<file path="config.mk">
export PLATFORM = sky130hd
export DESIGN_NAME = posit_encode_seq_flat
export DESIGN_NICKNAME = d
export VERILOG_FILES = /design/src/rtl/posit_encode_seq_pkg.sv /design/src/rtl/posit_encode_seq_if.sv /design/src/rtl/posit_encode_seq_round.sv /design/src/rtl/posit_encode_seq.sv /design/src/flat_wrapper.sv
export SDC_FILE = /design/constraint.sdc
export NUM_CORES = 1
export LEC_CHECK = 0
export CORE_ASPECT_RATIO = 2
export CORE_MARGIN = 10
export CORE_UTILIZATION = 60
export DETAILED_ROUTE_END_ITERATION = 16
export GPL_TIMING_DRIVEN = 0
export PLACE_DENSITY = 0.85
export SLEW_MARGIN = 20
export SYNTH_ARGS = -nofsm -noshare
export SYNTH_HDL_FRONTEND = slang
export SYNTH_SLANG_ARGS = --single-unit
</file>
<file path="constraint.sdc">
create_clock -name clk -period 6.8 [get_ports clk]
set_input_delay 1.36 -clock clk [delete_from_list [all_inputs] [get_ports clk]]
set_output_delay 1.36 -clock clk [all_outputs]
set_load 0.02 [all_outputs]
</file>
<file path="src/rtl/posit_encode_seq_pkg.sv">
// Shared types and helpers for the sequential posit encoder: FSM states,
// width helper and the special posit codes for a given word width.
package posit_encode_seq_pkg;

    typedef enum logic [1:0] {
        S_IDLE,
        S_SHIFT,
        S_ROUND,
        S_DONE
    } state_t;

    function automatic int f_clog2(input int n);
        int r;
        r = 0;
        while ((1 << r) < n) r++;
        return r;
    endfunction

    // Special codes are returned right-aligned in 64 bits; callers cast to N.
    function automatic logic [63:0] f_maxpos(input int n);
        return (64'd1 << (n - 1)) - 64'd1;
    endfunction

    function automatic logic [63:0] f_minpos(input int n);
        return (n > 0) ? 64'd1 : 64'd0;
    endfunction

    function automatic logic [63:0] f_nar(input int n);
        return 64'd1 << (n - 1);
    endfunction

endpackage

</file>
<file path="src/rtl/posit_encode_seq_if.sv">
// Request/result bundle between a client and the posit encoder.
interface posit_encode_seq_if #(
    parameter int N  = 16,
    parameter int es = 3
);
    localparam int Bs = posit_encode_seq_pkg::f_clog2(N);

    logic              start;
    logic              sign;
    logic [es+Bs:0]    scale;
    logic [N-2:0]      frac;
    logic              in_zero;
    logic              in_inf;
    logic [N-1:0]      out;
    logic              busy;
    logic              done;

    modport master (
        output start, sign, scale, frac, in_zero, in_inf,
        input  out, busy, done
    );

    modport slave (
        input  start, sign, scale, frac, in_zero, in_inf,
        output out, busy, done
    );

endinterface

</file>
<file path="src/rtl/posit_encode_seq_round.sv">
// Round-to-nearest-even of the posit body, clamped below NaR, then two's
// complement negation for negative values. Purely combinational.
module posit_rne_round #(
    parameter int N = 16
) (
    input  logic [N-2:0] i_body,
    input  logic         i_g,
    input  logic         i_st,
    input  logic         i_sign,
    output logic [N-1:0] o_word
);

    logic         w_ulp;
    logic [N-2:0] w_sum;
    logic [N-1:0] w_mag;

    assign w_ulp = i_g & (i_body[0] | i_st);
    // An all-ones body stays at maxpos instead of wrapping into NaR.
    assign w_sum = (&i_body) ? i_body : i_body + {{(N-2){1'b0}}, w_ulp};
    assign w_mag = {1'b0, w_sum};
    assign o_word = i_sign ? -w_mag : w_mag;

endmodule

</file>
<file path="src/rtl/posit_encode_seq.sv">
// Sequential posit encoder: regime is built by shifting a fill bit into a
// work register one position per cycle, then the body is rounded and signed.
module posit_encode_seq
    import posit_encode_seq_pkg::*;
#(
    parameter int N  = 16,
    parameter int es = 3
) (
    input  logic              clk,
    input  logic              rst,
    posit_encode_seq_if.slave enc
);

    localparam int Bs = f_clog2(N);
    localparam int SW = es + Bs + 1;
    localparam int WW = 2 * N + es;
    localparam int CW = Bs + 1;
    localparam logic [N-1:0] NAR         = N'(f_nar(N));
    localparam logic [N-2:0] MAXPOS_BODY = (N-1)'(f_maxpos(N));
    localparam logic [N-2:0] MINPOS_BODY = (N-1)'(f_minpos(N));

    state_t        r_state;
    state_t        w_next;
    logic [WW-1:0] r_w;
    logic [CW-1:0] r_cnt;
    logic          r_fill;
    logic          r_sign;
    logic          r_inf;
    logic          r_zero;
    logic          r_sat_hi;
    logic          r_sat_lo;
    logic [N-1:0]  r_out;
    logic          r_busy;
    logic          r_done;

    logic [CW-1:0]        w_k_u;
    logic signed [CW-1:0] w_k;
    logic [es-1:0]        w_e;
    logic                 w_fill;
    logic [CW-1:0]        w_m;
    logic                 w_sat_hi;
    logic                 w_sat_lo;

    // Upper scale bits are exactly scale >>> es.
    assign w_k_u    = enc.scale[SW-1:es];
    assign w_k      = $signed(w_k_u);
    assign w_e      = enc.scale[es-1:0];
    assign w_fill   = ~w_k_u[CW-1];
    assign w_m      = w_fill ? (w_k_u + 1'b1) : (~w_k_u + 1'b1);
    assign w_sat_hi = (w_k >= $signed(CW'(N - 2)));
    assign w_sat_lo = (w_k <= $signed(CW'(1 - N)));

    logic [N-2:0] w_body;
    logic         w_g;
    logic         w_st;
    logic [N-1:0] w_rnd;
    logic [N-1:0] w_word;

    always_comb begin
        w_body = r_w[WW-1 -: N-1];
        w_g    = r_w[WW-N];
        w_st   = |r_w[WW-N-1:0];
        if (r_sat_hi) begin
            w_body = MAXPOS_BODY;
            w_g    = 1'b0;
            w_st   = 1'b0;
        end else if (r_sat_lo) begin
            w_body = MINPOS_BODY;
            w_g    = 1'b0;
            w_st   = 1'b0;
        end
    end

    posit_rne_round #(.N(N)) u_round (
        .i_body (w_body),
        .i_g    (w_g),
        .i_st   (w_st),
        .i_sign (r_sign),
        .o_word (w_rnd)
    );

    assign w_word = r_inf ? NAR : (r_zero ? '0 : w_rnd);

    // NOTE: w_next gets its default before the case so no path leaves it unassigned (no latch).
    always_comb begin
        w_next = r_state;
        case (r_state)
            S_IDLE:  if (enc.start) w_next = (enc.in_inf || enc.in_zero) ? S_ROUND : S_SHIFT;
            S_SHIFT: if (r_cnt == CW'(1)) w_next = S_ROUND;
            S_ROUND: w_next = S_DONE;
            S_DONE:  w_next = S_IDLE;
            default: w_next = S_IDLE;
        endcase
    end

    // NOTE: state updates use <= so every flop samples pre-edge values of the others.
    always_ff @(posedge clk or posedge rst) begin
        if (rst) r_state <= S_IDLE;
        else     r_state <= w_next;
    end

    // NOTE: W and cnt are plain flops, reset with everything else so an aborted operation leaves nothing stale.
    always_ff @(posedge clk or posedge rst) begin
        if (rst) begin
            r_w      <= '0;
            r_cnt    <= '0;
            r_fill   <= 1'b0;
            r_sign   <= 1'b0;
            r_inf    <= 1'b0;
            r_zero   <= 1'b0;
            r_sat_hi <= 1'b0;
            r_sat_lo <= 1'b0;
            r_out    <= '0;
            r_busy   <= 1'b0;
            r_done   <= 1'b0;
        end else begin
            case (r_state)
                S_IDLE: begin
                    if (enc.start) begin
                        r_w      <= {~w_fill, w_e, enc.frac, {N{1'b0}}};
                        r_cnt    <= w_m;
                        r_fill   <= w_fill;
                        r_sign   <= enc.sign;
                        r_inf    <= enc.in_inf;
                        r_zero   <= enc.in_zero;
                        r_sat_hi <= w_sat_hi;
                        r_sat_lo <= w_sat_lo;
                        r_busy   <= 1'b1;
                    end
                end
                S_SHIFT: begin
                    r_w   <= {r_fill, r_w[WW-1:1]};
                    r_cnt <= r_cnt - 1'b1;
                end
                S_ROUND: begin
                    r_out  <= w_word;
                    r_done <= 1'b1;
                end
                S_DONE: begin
                    r_done <= 1'b0;
                    r_busy <= 1'b0;
                end
                default: ;
            endcase
        end
    end

    assign enc.out  = r_out;
    assign enc.busy = r_busy;
    assign enc.done = r_done;

endmodule

</file>
<file path="src/flat_wrapper.sv">
// flat-port wrapper written by rule: the top's interface ports become plain ports
module posit_encode_seq_flat import posit_encode_seq_pkg::*;
#(
    parameter int N  = 16,
    parameter int es = 3
)
  (clk, rst, enc_start, enc_sign, enc_scale, enc_frac, enc_in_zero, enc_in_inf, enc_out, enc_busy, enc_done);
  posit_encode_seq_if #(.N(N), .es(es)) enc_i ();
  input  logic clk;
  input  logic rst;
  input wire logic [$bits(enc_i.start)-1:0] enc_start;
  input wire logic [$bits(enc_i.sign)-1:0] enc_sign;
  input wire logic [$bits(enc_i.scale)-1:0] enc_scale;
  input wire logic [$bits(enc_i.frac)-1:0] enc_frac;
  input wire logic [$bits(enc_i.in_zero)-1:0] enc_in_zero;
  input wire logic [$bits(enc_i.in_inf)-1:0] enc_in_inf;
  output wire logic [$bits(enc_i.out)-1:0] enc_out;
  output wire logic [$bits(enc_i.busy)-1:0] enc_busy;
  output wire logic [$bits(enc_i.done)-1:0] enc_done;
  assign enc_i.start = enc_start;
  assign enc_i.sign = enc_sign;
  assign enc_i.scale = enc_scale;
  assign enc_i.frac = enc_frac;
  assign enc_i.in_zero = enc_in_zero;
  assign enc_i.in_inf = enc_in_inf;
  assign enc_out = enc_i.out;
  assign enc_busy = enc_i.busy;
  assign enc_done = enc_i.done;
  posit_encode_seq #(.N(N), .es(es)) u_core (.clk(clk), .rst(rst), .enc(enc_i));
endmodule
</file>
==> impl_metrics.json <==
{
  "status": "finished clean",
  "synth_commonest_cells": "66 x dfrtp_1, 48 x nand2_1, 31 x o21ai_0",
  "numPortBuffers": 46,
  "synthTopCellsByArea": "dfrtp_1 42%, mux2i_1 6.1%, nand2_1 4.6%",
  "syn_area_mm2": 0.00396,
  "setup_viol": 0,
  "end_kind": "flip-flop",
  "p_sw_share_pct": 42.6,
  "wirelength_um": 10200,
  "vdd_drop_max_uv": 366,
  "cp.arrival_ps": 4200,
  "grt_max_degree": 55,
  "max_slew_margin_pct": 42.5,
  "avgSynthCellArea_um2": 9.43,
  "synth_edf_count": 0,
  "finalCritPeriodShare_pct": 58.5,
  "cts-resized-gates": 0,
  "clock_sinks": 66,
  "hold_viol": 0,
  "finalClockSkew_ps": 4.68,
  "fillers": 470,
  "overflow": 0,
  "core_area_mm2": 0.00636,
  "numPlacedInstances": 553,
  "p_comb_share_pct": 49.6,
  "antenna_found_initial": 0,
  "yosys_warnings": 0,
  "cts.clk_slew.worst_paths_ps": 60,
  "ctsRootBufferMaster": "clkbuf_16",
  "synth.ff_latch_count": 66,
  "dpl.hpwl_um": 7480,
  "grt_pass1_wl_um": 17100,
  "htreeDepth": 3,
  "drv_slew": 0,
  "synth.yosys.seq_area_share_pct": 41.7,
  "fmax_ghz": 0.251,
  "clk-insertion-delay-late_ps": 340,
  "initial_core_util_pct": 62.2,
  "nets": 520,
  "power.leakage_uw": 0.00205,
  "finalWorstSetupSlack_ps": 2820,
  "post-place-ws_ps": 3040,
  "layout-drive-gt1-share_pct": 7.26,
  "die_h_um": 135,
  "io_pins": 47,
  "synthArstFlopShare_pct": 100,
  "switchingPower_uw": 949,
  "dr_total_vias": 3523,
  "gp_congestion": 0.960,
  "cap_violations": 0,
  "synthFlopType": "dfrtp_1",
  "wl_per_cell_um": 18.0,
  "synth_top_area_share_pct": 41.7,
  "die_x_um": 77.4,
  "synth_nets": 462,
  "worst_slew_pin_slew_ps": 855,
  "required_ps": 7020,
  "cts_post_setup_buffers_inserted": 0,
  "grt_pass1_vias": 3611,
  "viasPerCell": 6.20,
  "cts_tree": "yes",
  "syn-instance-count": 420,
  "cts_buffers": 9,
  "pwr-share-seq_pct": 29.8,
  "drtIter0Drc": 388,
  "cts_buffer_depth": 2,
  "rows": 41,
  "netlist.top_cell.by_area": "dfrtp_1",
  "final_cell_count_no_fill": 568,
  "crit_path_start_kind": "flip-flop",
  "die_area_mm2": 0.0104,
  "synthDistinctLibCells": 57,
  "tns_ps": 0,
  "track_usage_pct": 20.0,
  "rsz0062_at_grt": "no",
  "syn_to_final_growth_pct": 22.5,
  "p_per_area_mw_per_mm2": 459,
  "crit_type": "reg -> reg",
  "first_pass_iters": 5,
  "period_minus_slack_ps": 3980,
  "synth.most_common_cell": "dfrtp_1",
  "path_max_fanout": 10,
  "internal_power_uw": 1280,
  "holdBufCountCts": 0,
  "ant_nets": 0,
  "hold_path.class": "reg -> reg",
  "post-route-drc-count": 0,
  "antenna_cells": 0,
  "clkPwrFrac_pct": 20.6
}
[cells by family after synthesis]
logic type / after synthesis / synth area share [%]
AOI/OAI and AO/OA: 116 / 20.7
xor gates and xnor gates: 20 / 4.42
adders and majority gates: 13 / 4.11
buffers and inverters: 42 / 4.27
DFF: 66 / 41.7
muxes: 27 / 6.92
and+or+nand+nor: 136 / 17.9
[power by group through the flow]
stage | combinational [uW] | sequential [uW] | clock, uW
floorplan | 757 | 669 | 0
finish | 1100 | 664 | 458
CTS | 1100 | 658 | 463
global placement | 1050 | 658 | 0
global route | 1220 | 679 | 480
detailed placement | 1080 | 664 | 0
[path summary, 6_finish.rpt]
kind / startpoint / end / slack, ps / depth (start not counted)
hold reg to reg: u_core.enc.out[3]$_DFFE_PP0P_ / u_core.enc.out[3]$_DFFE_PP0P_ / 480 / 1
setup reg to reg: u_core.r_sat_hi$_DFFE_PP0P_ / u_core.enc.out[14]$_DFFE_PP0P_ / 2820 / 12
hold / removal: u_core.enc.out[3]$_DFFE_PP0P_ / u_core.enc.out[3]$_DFFE_PP0P_ / 480 / 1
setup / recovery: u_core.r_sat_hi$_DFFE_PP0P_ / u_core.enc.out[14]$_DFFE_PP0P_ / 2820 / 12
max in group asynchronous: rst / u_core.r_state[1]$_DFFE_PP0P_ / 4980 / 3
min in group asynchronous: rst / u_core.enc.out[11]$_DFFE_PP0P_ / 1300 / 2
[through the flow]
stage / hold WS (ps) / area [um^2] / util [%] / power (uW)
finish: 481 / 4850 / 76.3 / 2230
global route: 497 / 4850 / 76.3 / 2380
CTS: 488 / 4850 / 76.3 / 2220
detailed placement: 472 / 4560 / 71.6 / 1740
global placement: 465 / 4530 / 71.2 / 1700
floorplan: 450 / 3960 / - / 1430
[registers in the layout, summed over array words and instances (netlist names)]
| register | count |
|---|---|
| u_core.enc.busy | 1 |
| u_core.enc.done | 1 |
| u_core.enc.out | 16 |
| u_core.r_cnt | 5 |
| u_core.r_fill | 1 |
| u_core.r_inf | 1 |
| u_core.r_sat_hi | 1 |
| u_core.r_sat_lo | 1 |
| u_core.r_sign | 1 |
| u_core.r_state | 2 |
| u_core.r_w | 35 |
| u_core.r_zero | 1 |
[layout make-up]
cell class / instances / area [um^2] / share of cell area, %
clock inverters: 5 / 55.1 / 1.13
well taps: 86 / 108 / 2.22
repair buffers: 47 / 488 / 10.1
inverters: 16 / 62.6 / 1.29
clock buffers: 10 / 239 / 4.93
plain buffers: 26 / 109 / 2.24
multi-input cells: 312 / 2140 / 44.1
flip-flops and latches: 66 / 1650 / 34.0
[critical path: stages (launching register included)]
cell and delay [ps]:
dfrtp_1 390, buf_1 430, clkbuf_1 430, a21o_1 140, ha_1 230, nand3_1 110, nor4_1 670, a31oi_1 170
a21oi_1 430, nand4bb_1 240, o31ai_1 350, xnor2_1 180, o2bb2ai_1 80
[layout by cell type, fill, tap and decap left out, drive strengths merged, types with 7 or more instances in the layout]
master,n
a21oi,16
a22o,17
clkbuf,31
clkdlybuf4s50,46
dfrtp,66
ha,13
inv,16
mux2i,24
nand2,48
nand3,8
nor2,25
nor3,8
nor4,9
o21ai,35
o2bb2ai,16
o31ai,7
xnor2,13
xor2,7
[layer usage]
| metal | wire, um | part of all wire, % | up-vias | track usage, % |
|---|---|---|---|---|
| met5 | 0 | 0 | - | 0 |
| met4 | 446 | 4.4 | 0 | 12.1 |
| met3 | 459 | 4.5 | 39 | 3.52 |
| met2 | 5760 | 56 | 133 | 37.1 |
| met1 | 3540 | 35 | 1709 | 19.9 |
| li1 | - | - | 1642 | - |
Power figures use the tool's default switching activity.
